`src/rtl/hazard_pkg.sv`:
```
// Shared types and defaults for the ID-stage hazard scoreboard and the pipeline top.
// Entry addresses are held at MAX_ADDR_W bits so one struct serves every ADDR_W up to that width.
package hazard_pkg;

  localparam int NUM_REGS_DEF   = 32;
  localparam int ADDR_W_DEF     = 5;
  localparam int DEPTH_DEF      = 3;
  localparam int LOAD_READY_DEF = 2;
  localparam int CNT_W_DEF      = 16;

  // Widest register address an entry can hold; narrower addresses are zero-extended.
  localparam int MAX_ADDR_W = 8;

  // Forward select value meaning "read the register file".
  localparam int FWD_RF = 0;

  typedef struct packed {
    logic                  valid;
    logic [MAX_ADDR_W-1:0] rd;
    logic                  is_load;
  } entry_t;

  function automatic logic [MAX_ADDR_W-1:0] widen_addr(input logic [MAX_ADDR_W-1:0] addr);
    return addr;
  endfunction

endpackage

```
`src/rtl/hazard_match.sv`:
```
// Priority search of the tracked stages for one source register.
// Reports the youngest producing stage (lowest k) and whether that producer is a load.
module hazard_match
  import hazard_pkg::*;
#(
  parameter int DEPTH  = DEPTH_DEF,
  parameter int ADDR_W = ADDR_W_DEF,
  parameter int SEL_W  = $clog2(DEPTH_DEF + 1)
) (
  input  entry_t [DEPTH:1]    entries,
  input  logic   [ADDR_W-1:0] src,
  input  logic                used,
  output logic   [SEL_W-1:0]  sel,
  output logic                is_load_hit
);

  always_comb begin
    // NOTE: every output gets a default before the search so no path leaves it unassigned,
    // which would otherwise infer a latch.
    sel         = SEL_W'(FWD_RF);
    is_load_hit = 1'b0;
    if (used && (src != '0)) begin
      // Walk from the oldest stage to the youngest so the youngest hit overwrites older ones.
      for (int k = DEPTH; k >= 1; k--) begin
        if (entries[k].valid && (entries[k].rd == widen_addr(MAX_ADDR_W'(src)))) begin
          sel         = SEL_W'(k);
          is_load_hit = entries[k].is_load;
        end
      end
    end
  end

endmodule

```
`src/rtl/hazard_scoreboard.sv`:
```
// Hazard scoreboard beside ID: tracks in-flight register writes per downstream stage,
// drives forwarding selects, the ID stall, a per-register pending vector and a stall counter.
module hazard_scoreboard
  import hazard_pkg::*;
#(
  parameter  int NUM_REGS   = NUM_REGS_DEF,
  parameter  int ADDR_W     = ADDR_W_DEF,
  parameter  int DEPTH      = DEPTH_DEF,
  parameter  int LOAD_READY = LOAD_READY_DEF,
  parameter  int CNT_W      = CNT_W_DEF,
  localparam int SEL_W      = $clog2(DEPTH + 1)
) (
  input  logic                clk,
  input  logic                reset,
  input  logic                id_valid,
  input  logic [ADDR_W-1:0]   id_rs,
  input  logic [ADDR_W-1:0]   id_rt,
  input  logic                id_rs_used,
  input  logic                id_rt_used,
  input  logic [ADDR_W-1:0]   id_rd,
  input  logic                id_reg_write,
  input  logic                id_mem_read,
  input  logic                flush,
  input  logic                ext_hold,
  output logic                stall,
  output logic [SEL_W-1:0]    fwd_rs_sel,
  output logic [SEL_W-1:0]    fwd_rt_sel,
  output logic [NUM_REGS-1:0] pending,
  output logic [CNT_W-1:0]    stall_cycles
);

  entry_t [DEPTH:1] entries;
  entry_t           issue;

  logic [SEL_W-1:0] rs_sel;
  logic [SEL_W-1:0] rt_sel;
  logic             rs_load_hit;
  logic             rt_load_hit;
  logic             rs_hazard;
  logic             rt_hazard;

  hazard_match #(
    .DEPTH  (DEPTH),
    .ADDR_W (ADDR_W),
    .SEL_W  (SEL_W)
  ) u_match_rs (
    .entries     (entries),
    .src         (id_rs),
    .used        (id_rs_used),
    .sel         (rs_sel),
    .is_load_hit (rs_load_hit)
  );

  hazard_match #(
    .DEPTH  (DEPTH),
    .ADDR_W (ADDR_W),
    .SEL_W  (SEL_W)
  ) u_match_rt (
    .entries     (entries),
    .src         (id_rt),
    .used        (id_rt_used),
    .sel         (rt_sel),
    .is_load_hit (rt_load_hit)
  );

  // A load is only a hazard while it sits in a stage before its data is forwardable.
  assign rs_hazard = rs_load_hit && (rs_sel < SEL_W'(LOAD_READY));
  assign rt_hazard = rt_load_hit && (rt_sel < SEL_W'(LOAD_READY));

  assign stall      = (id_valid && !flush && (rs_hazard || rt_hazard)) || ext_hold;
  assign fwd_rs_sel = id_valid ? rs_sel : SEL_W'(FWD_RF);
  assign fwd_rt_sel = id_valid ? rt_sel : SEL_W'(FWD_RF);

  always_comb begin
    issue.valid   = id_valid && !flush && !stall && id_reg_write && (id_rd != '0);
    issue.rd      = MAX_ADDR_W'(id_rd);
    issue.is_load = id_mem_read;
  end

  always_comb begin
    pending = '0;
    for (int r = 1; r < NUM_REGS; r++) begin
      for (int k = 1; k <= DEPTH; k++) begin
        if (entries[k].valid && (entries[k].rd == MAX_ADDR_W'(r))) begin
          pending[r] = 1'b1;
        end
      end
    end
  end

  always_ff @(posedge clk or negedge reset) begin
    // NOTE: the entry array is only DEPTH words of flops, so it is cleared by reset like any
    // other state; the valid bits alone would suffice but clearing all keeps pending clean.
    if (!reset) begin
      entries      <= '0;
      stall_cycles <= '0;
    end else begin
      // NOTE: non-blocking assignments let every entry sample its older neighbour's
      // pre-edge value, so the loop order does not matter.
      if (!ext_hold) begin
        for (int k = DEPTH; k >= 2; k--) begin
          entries[k] <= entries[k-1];
        end
        entries[1] <= issue;
      end
      if (stall && (stall_cycles != '1)) begin
        stall_cycles <= stall_cycles + CNT_W'(1);
      end
    end
  end

endmodule

```
`config.mk`:
```
export PLATFORM = sky130hd
export DESIGN_NAME = hazard_scoreboard
export DESIGN_NICKNAME = d
export VERILOG_FILES = /design/src/rtl/hazard_pkg.sv /design/src/rtl/hazard_match.sv /design/src/rtl/hazard_scoreboard.sv
export SDC_FILE = /design/constraint.sdc
export NUM_CORES = 1
export LEC_CHECK = 0
export CORE_ASPECT_RATIO = 0.5
export CORE_MARGIN = 2
export CORE_UTILIZATION = 44
export CTS_CLUSTER_DIAMETER = 100
export DETAILED_ROUTE_END_ITERATION = 10
export PLACE_DENSITY_LB_ADDON = 0.2
export SLEW_MARGIN = 15
export SYNTH_ARGS = -nofsm -noshare
export SYNTH_HDL_FRONTEND = slang
export SYNTH_SLANG_ARGS = --single-unit
```
`constraint.sdc`:
```
create_clock -name clk -period 3.1 [get_ports clk]
set_input_delay 0.775 -clock clk [delete_from_list [all_inputs] [get_ports clk]]
set_output_delay 0.775 -clock clk [all_outputs]
set_load 0.1 [all_outputs]
```
==> metrics.csv, run 1 <==
metric,value,unit
share of flip-flops with an asynchronous set or reset,100,%
cell count after synthesis,343,
CTS tree,done,
Die Y,60.0,um
Hold EP,stall_cycles[7]$_DFFE_PN0P_,
Yosys cell types,37,
final wirelength,8210,um
Synth Cell Area,2760,um2
CP Cell Sequence,buf_6 -> or4_4 -> o21a_1 -> and2_1 -> a22o_1 -> a21oi_4 -> clkinvlp_4 -> buf_12,
Placed Area,3830,um2
CORE AREA,6060,um2
unrepaired setup endpoints after global routing,yes,
startpoint types,input pin,
Num CTS Buffers,5,
Final #Nets,449,
Root Buffer,clkbuf_16,
port bufs,75,
# diodes,0,
post-synthesis sequential area ratio,31.7,%
Rel. slew slack,47.3,%
clk buf depth,2,
Worst Max-Slew Pin Slew,0.788,ns
pre-CTS setup slack,-0.498,ns
clock latency at the later pin of the worst-skew pair,0.28,ns
r2r setup slk,0.64,ns
Final Max Slew Viols,0,
wire per inst,16.0,um
GRT Util Overall,25.0,%
required time worst endpoint,2.32,ns
worst r2r src,entries[3]$_DFFE_PN0N_,
CTS hold repair buffers,0,
R2R cell count,8,
routed vias/inst,5.48,
fin worst setup slack,-0.116,ns
Post-Layout Inst Area,4000,um2
Hold Crit Depth,1,
Die X,116,um
"Reg clk slew, reported paths",0.05,ns
hold_sp,stall_cycles[7]$_DFFE_PN0P_,
dpl cells,502,
setup violators final,1,
Critical Path Fanout Max,2,
Area Growth Syn to Fin,44.7,%
worst hold slack,0.495,ns
Post-Route Utilization,66.0,%
first-pass GRT wire length,13400,um
RD Place Congestion,0.938,
vias in the first global route,2829,
CP Capture Type,output port,
I/O pin count,77,
Reg-to-Reg End,stall_cycles[14]$_DFFE_PN0P_,
Hold WC Path Type,reg -> reg,
max incr delay on CP,0.53,ns
"commonest non-fill, non-tap cells in the layout","79 x nand2_1, 56 x buf_4, 37 x xor2_1, 35 x dfrtp_1, 23 x a22oi_1",
via count,2806,
cell row count,20,
Worst path slowest cell,or4_4,
syn nets,368,
final hold violations,0,
Post-DP HPWL,6080,um
"antenna viol nets, final",0,
Setup CP Type,in -> out,
Mean Syn Cell Area,8.05,um2
Final Skew,0.00304,ns
"EDFF count, synth",0,
GR Overflow Total,0,
total power divided by cell area,601,nW/um2
layout cells sized above 1,27.8,%
highest clock rate,311,MHz
"commonest non-fill, non-tap cell in the layout",nand2_1,
period utilisation layout,104,%
max_cap viols,0,
initial core utilization,45.6,%
DRT iter0 DRCs,266,
Clock Sinks,35,
full die area,6960,um2
#FFs+latches synth,35,
outcome,"complete, but fails checks",
H-tree depth,2,
post-layout min period,3.22,ns
"Top FF cell, synth",dfrtp_1,
pin count of the biggest net entering global routing,36,
WP data arrival,2.44,ns
failing checks,setup timing,
Post-Layout Cell Count,512,
DR pass1 iterations,4,
antenna violations before repair,0,
worst vdd ir,0.772,mV
DRC Markers,0,
Leak,1.78,nW
Ys Warns,0,
[synthesized netlist by cell type, drive strengths merged, types with 2 or more instances]
cell,instances,area (um2)
a21oi,2,21.3
nor2,21,78.8
nand2,79,297
nor3b,3,22.5
nor4,8,50.1
or4,3,22.5
nor3,18,90.1
xnor2,6,52.6
a32oi,8,70.1
o211ai,2,15.0
nor2b,11,68.8
dfrtp,35,876
nand2b,8,50.1
buf,4,22.5
a22oi,23,173
clkbuf,21,78.8
mux2,21,236
xor2,37,324
and3,6,37.5
and2,4,25.0
nand3,10,50.1
[flip-flops by register name, summed over array words and instances, names as in the netlist]
name / count
stall_cycles: 16
entries: 19
[final cells by class]
cell class              instances  area (um2)
repair buffers                 99        1030
clock buffers                   6         139
inverters                       1        7.51
clock inverters                 1        5.00
fillers                       520        2060
flip-flops and latches         35         876
multi-input cells             282        1830
well taps                      88         110
[kinds of logic (layout without fill, tap and decap cells)]
kind of cell	Yosys count	in the layout	synth area share [%]
and+or+nand+nor	174	174	29.5
xor gates and xnor gates	43	43	13.6
AOI/OAI and AO/OA	42	42	12.1
DFF	35	35	31.7
buffers and inverters	26	107	3.81
muxes	21	21	8.56
adders and majority gates	1	1	0.453
other	1	1	0.136
[worst max-delay path by stage]
stage	slack (ns)	end	startpoint	cells after the start
after floorplan	-0.36	fwd_rs_sel[1]	id_rs[3]	4
after global placement	-0.48	stall	id_rs[1]	8
after detailed placement	-0.50	stall	id_rs[1]	8
after CTS	-0.18	stall	id_rs[4]	8
after global routing	-0.15	stall	id_rs[1]	8
final	-0.12	stall	id_rs[1]	8
[repair_timing]
action / in CTS / in global routing
cloned: 0 / 0
setup endpoints to repair: 5 / 5
gates resized for setup: 30 / 7
setup buffers: 1 / 2
pin swaps: 9 / 8
[worst max-delay path: cells and delay by family]
kind	cells	cell delay [ns]
AO/OA/AOI/OAI	3	0.62
AND/OR/NAND/NOR	2	0.66
buffers and inverters	3	0.39
[routing by layer]
layer / share of wire [%] / GRT usage, % / vias to the layer above
met4: 2.2 / 9.86 / 0
met1: 43 / 30.1 / 1331
met5: 0 / 0 / -
li1: - / - / 1356
met2: 49 / 44.8 / 102
met3: 6.1 / 5.38 / 17
[per-stage QoR]
stage	power [mW]	TNS, ns
2_1_floorplan	1.58	-0.610
3_3_place_gp	1.87	-1.79
3_5_place_dp	1.90	-2.21
4_1_cts	2.40	-0.175
5_1_grt	2.50	-0.153
6_report	2.40	-0.116
[power by group]
part	total, mW	switching, mW	internal, mW
sequential	0.728	0.169	0.560
combinational	1.18	0.865	0.317
clock	0.492	0.178	0.313
Power figures use the tool's default switching activity.
==> run 2: changes to the inputs <==
--- a/config.mk
+++ b/config.mk
@@ -7,10 +7,11 @@
 export LEC_CHECK = 0
 export CORE_ASPECT_RATIO = 0.5
 export CORE_MARGIN = 2
-export CORE_UTILIZATION = 44
+export CORE_UTILIZATION = 52
 export CTS_CLUSTER_DIAMETER = 100
 export DETAILED_ROUTE_END_ITERATION = 10
-export PLACE_DENSITY_LB_ADDON = 0.2
+export PLACE_DENSITY = 0.88
+export REMOVE_ABC_BUFFERS = 1
 export SLEW_MARGIN = 15
 export SYNTH_ARGS = -nofsm -noshare
 export SYNTH_HDL_FRONTEND = slang
==> constraint.sdc (replaced) <==
create_clock -name clk -period 3.9 [get_ports clk]
set_input_delay 0.975 -clock clk [delete_from_list [all_inputs] [get_ports clk]]
set_output_delay 0.975 -clock clk [all_outputs]
set_load 0.1 [all_outputs]
==> run 2 against run 1 <==
Net effect:
- the run now ends clean
- power down 26%
- clock skew grew 0.0041 ns
- sequential power down 19%
- die area down 15%
- worst setup slack improved by 0.13 ns
==> metrics.csv, run 2 (synthesis results as in run 1) <==
metric,value,unit,change
DRT iter0 DRCs,228,,-14%
worst vdd ir,0.836,mV,+8.3%
Post-Layout Inst Area,3690,um2,-7.6%
Logic pwr share,52.0,%,+2.8 points
cell row count,18,,-10%
post-layout min period,3.89,ns,
Top reg by flops,entries,,
setup TNS,0,ns,+0.116 ns
Post-DP HPWL,5890,um,-3.1%
via count,2881,,+2.7%
routed vias/inst,5.94,,+8.4%
Die Y,55.5,um,-7.5%
final hold violations,0,,unchanged
vias in the first global route,2861,,+1.1%
"commonest non-fill, non-tap cells in the layout","79 x nand2_1, 46 x buf_4, 39 x clkdlybuf4s50_1, 37 x xor2_1, 35 x dfrtp_1",,
DRC Markers,0,,unchanged
"CP delay by family, top",compound AO/OA/AOI/OAI gates,,
initial core utilization,55.0,%,+9.4 points
DR pass1 iterations,6,,+2
top flop regs,"entries: 19 flops, stall_cycles: 16 flops",,
worst path bufs/invs,3,,unchanged
GRT Util Overall,27.7,%,+2.6 points
I/O pin count,77,,unchanged
Leak,1.65,nW,-7.5%
CTS hold repair buffers,0,,unchanged
fill count,377,,-28%
fin worst setup slack,0.0111,ns,+0.127 ns
RD Place Congestion,0.894,,-4.6%
dpl cells,477,,-5.0%
r2r setup slk,1.53,ns,+0.89 ns
Post-Route Utilization,73.5,%,+7.6 points
Final Power,1.77,mW,-26%
Root Buffer,clkbuf_8,,
Critical Path Fanout Max,2,,unchanged
CP Cell Sequence,clkdlybuf4s50_1 -> or4_1 -> o211a_1 -> a22o_4 -> a21oi_4 -> inv_2 -> buf_12,,
clk buf depth,2,,unchanged
Multi-input gate area,1800,um2,-1.3%
total power divided by cell area,480,nW/um2,-20%
CP Capture Type,output port,,
Net Sw Power,0.936,mW,-23%
CORE AREA,5020,um2,-17%
"antenna viol nets, final",0,,unchanged
Worst Max-Slew Pin Slew,0.984,ns,+0.196 ns
final wirelength,8030,um,-2.2%
Worst path slowest cell,or4_1,,
sequential share of power,33.5,%,+3.2 points
Internal Dissipation,0.837,mW,-30%
Largest register FFs,19,,unchanged
H-tree depth,2,,unchanged
Clock Sinks,35,,unchanged
Die X,107,um,-7.7%
required time worst endpoint,2.92,ns,+0.60 ns
worst hold slack,0.498,ns,+0.00334 ns
Area Growth Syn to Fin,33.8,%,
period utilisation layout,99.7,%,
Hold WC Path Type,reg -> reg,,
startpoint types,input pin,,
antenna violations before repair,0,,unchanged
Final #Nets,440,,-2.0%
pin count of the biggest net entering global routing,36,,unchanged
port bufs,75,,unchanged
Final Max Slew Viols,0,,unchanged
GR Overflow Total,0,,unchanged
max_cap viols,0,,unchanged
"Reg clk slew, reported paths",0.07,ns,+0.02 ns
clock latency at the later pin of the worst-skew pair,0.28,ns,about the same
first-pass GRT wire length,13400,um,about the same
outcome,finished clean,,
Final Skew,0.00718,ns,+0.00414 ns
# diodes,0,,unchanged
CTS tree,done,,
Num CTS Buffers,5,,unchanged
Post-Layout Cell Count,485,,-5.3%
Setup CP Type,in -> out,,
register area,876,um2,unchanged
Rel. slew slack,34.2,%,-13 points
Clock power frac,14.5,%,-6.0 points
Switching Fraction,52.8,%,+2.3 points
wire per inst,16.5,um,+3.3%
unrepaired setup endpoints after global routing,yes,,
Placed Area,3580,um2,-6.6%
max incr delay on CP,0.59,ns,+0.06 ns
full die area,5940,um2,-15%
pre-CTS setup slack,-0.0218,ns,+0.476 ns
WP data arrival,2.91,ns,+0.47 ns
highest clock rate,257,MHz,
setup violators final,0,,-1
layout cells sized above 1,19.8,%,-8.1 points
"commonest non-fill, non-tap cell in the layout",nand2_1,,
run 2: cell type report:
type                       instances  share of cell area [%]
sequential                        35                    23.7
tap                               70                    2.37
clock buffer                       6                    2.24
inverter                           1                   0.102
timing repair buffer              90                    22.6
clock inverter                     1                   0.136
multi-input combinational        282                    48.8
run 2: timing repair:
item / 4_1_cts / 5_1_grt
setup buffers: 1 / 0
pin swaps: 1 / 0
endpoints found under the setup margin: 1 / 3
resized for setup: 0 / 5
run 2: layer usage:
metal  global-route usage [%]  routed length (um)
met1                     37.8                3260
met2                     45.7                3970
met3                     3.42                 722
met4                     9.46                  74
met5                        0                   0
run 2: path summary, 6_finish.rpt:
kind,depth (start not counted),to,start
max,7,stall,id_rt[1]
min,1,stall_cycles[5]$_DFFE_PN0P_,stall_cycles[5]$_DFFE_PN0P_
max reg2reg,8,stall_cycles[14]$_DFFE_PN0P_,entries[1]$_DFFE_PN0N_
min reg2reg,1,stall_cycles[5]$_DFFE_PN0P_,stall_cycles[5]$_DFFE_PN0P_
max in group asynchronous,2,entries[23]$_DFFE_PN0N_,reset
min in group asynchronous,2,stall_cycles[2]$_DFFE_PN0P_,reset
run 2: power by group through the flow:
stage / Sequential (mW) / Combinational [mW] / Clock (mW)
after floorplan: 0.946 / 0.285 / 0
after global placement: 0.586 / 0.896 / 0
after detailed placement: 0.591 / 0.916 / 0
after CTS: 0.588 / 0.919 / 0.264
after global routing: 0.607 / 0.962 / 0.278
final: 0.593 / 0.922 / 0.257
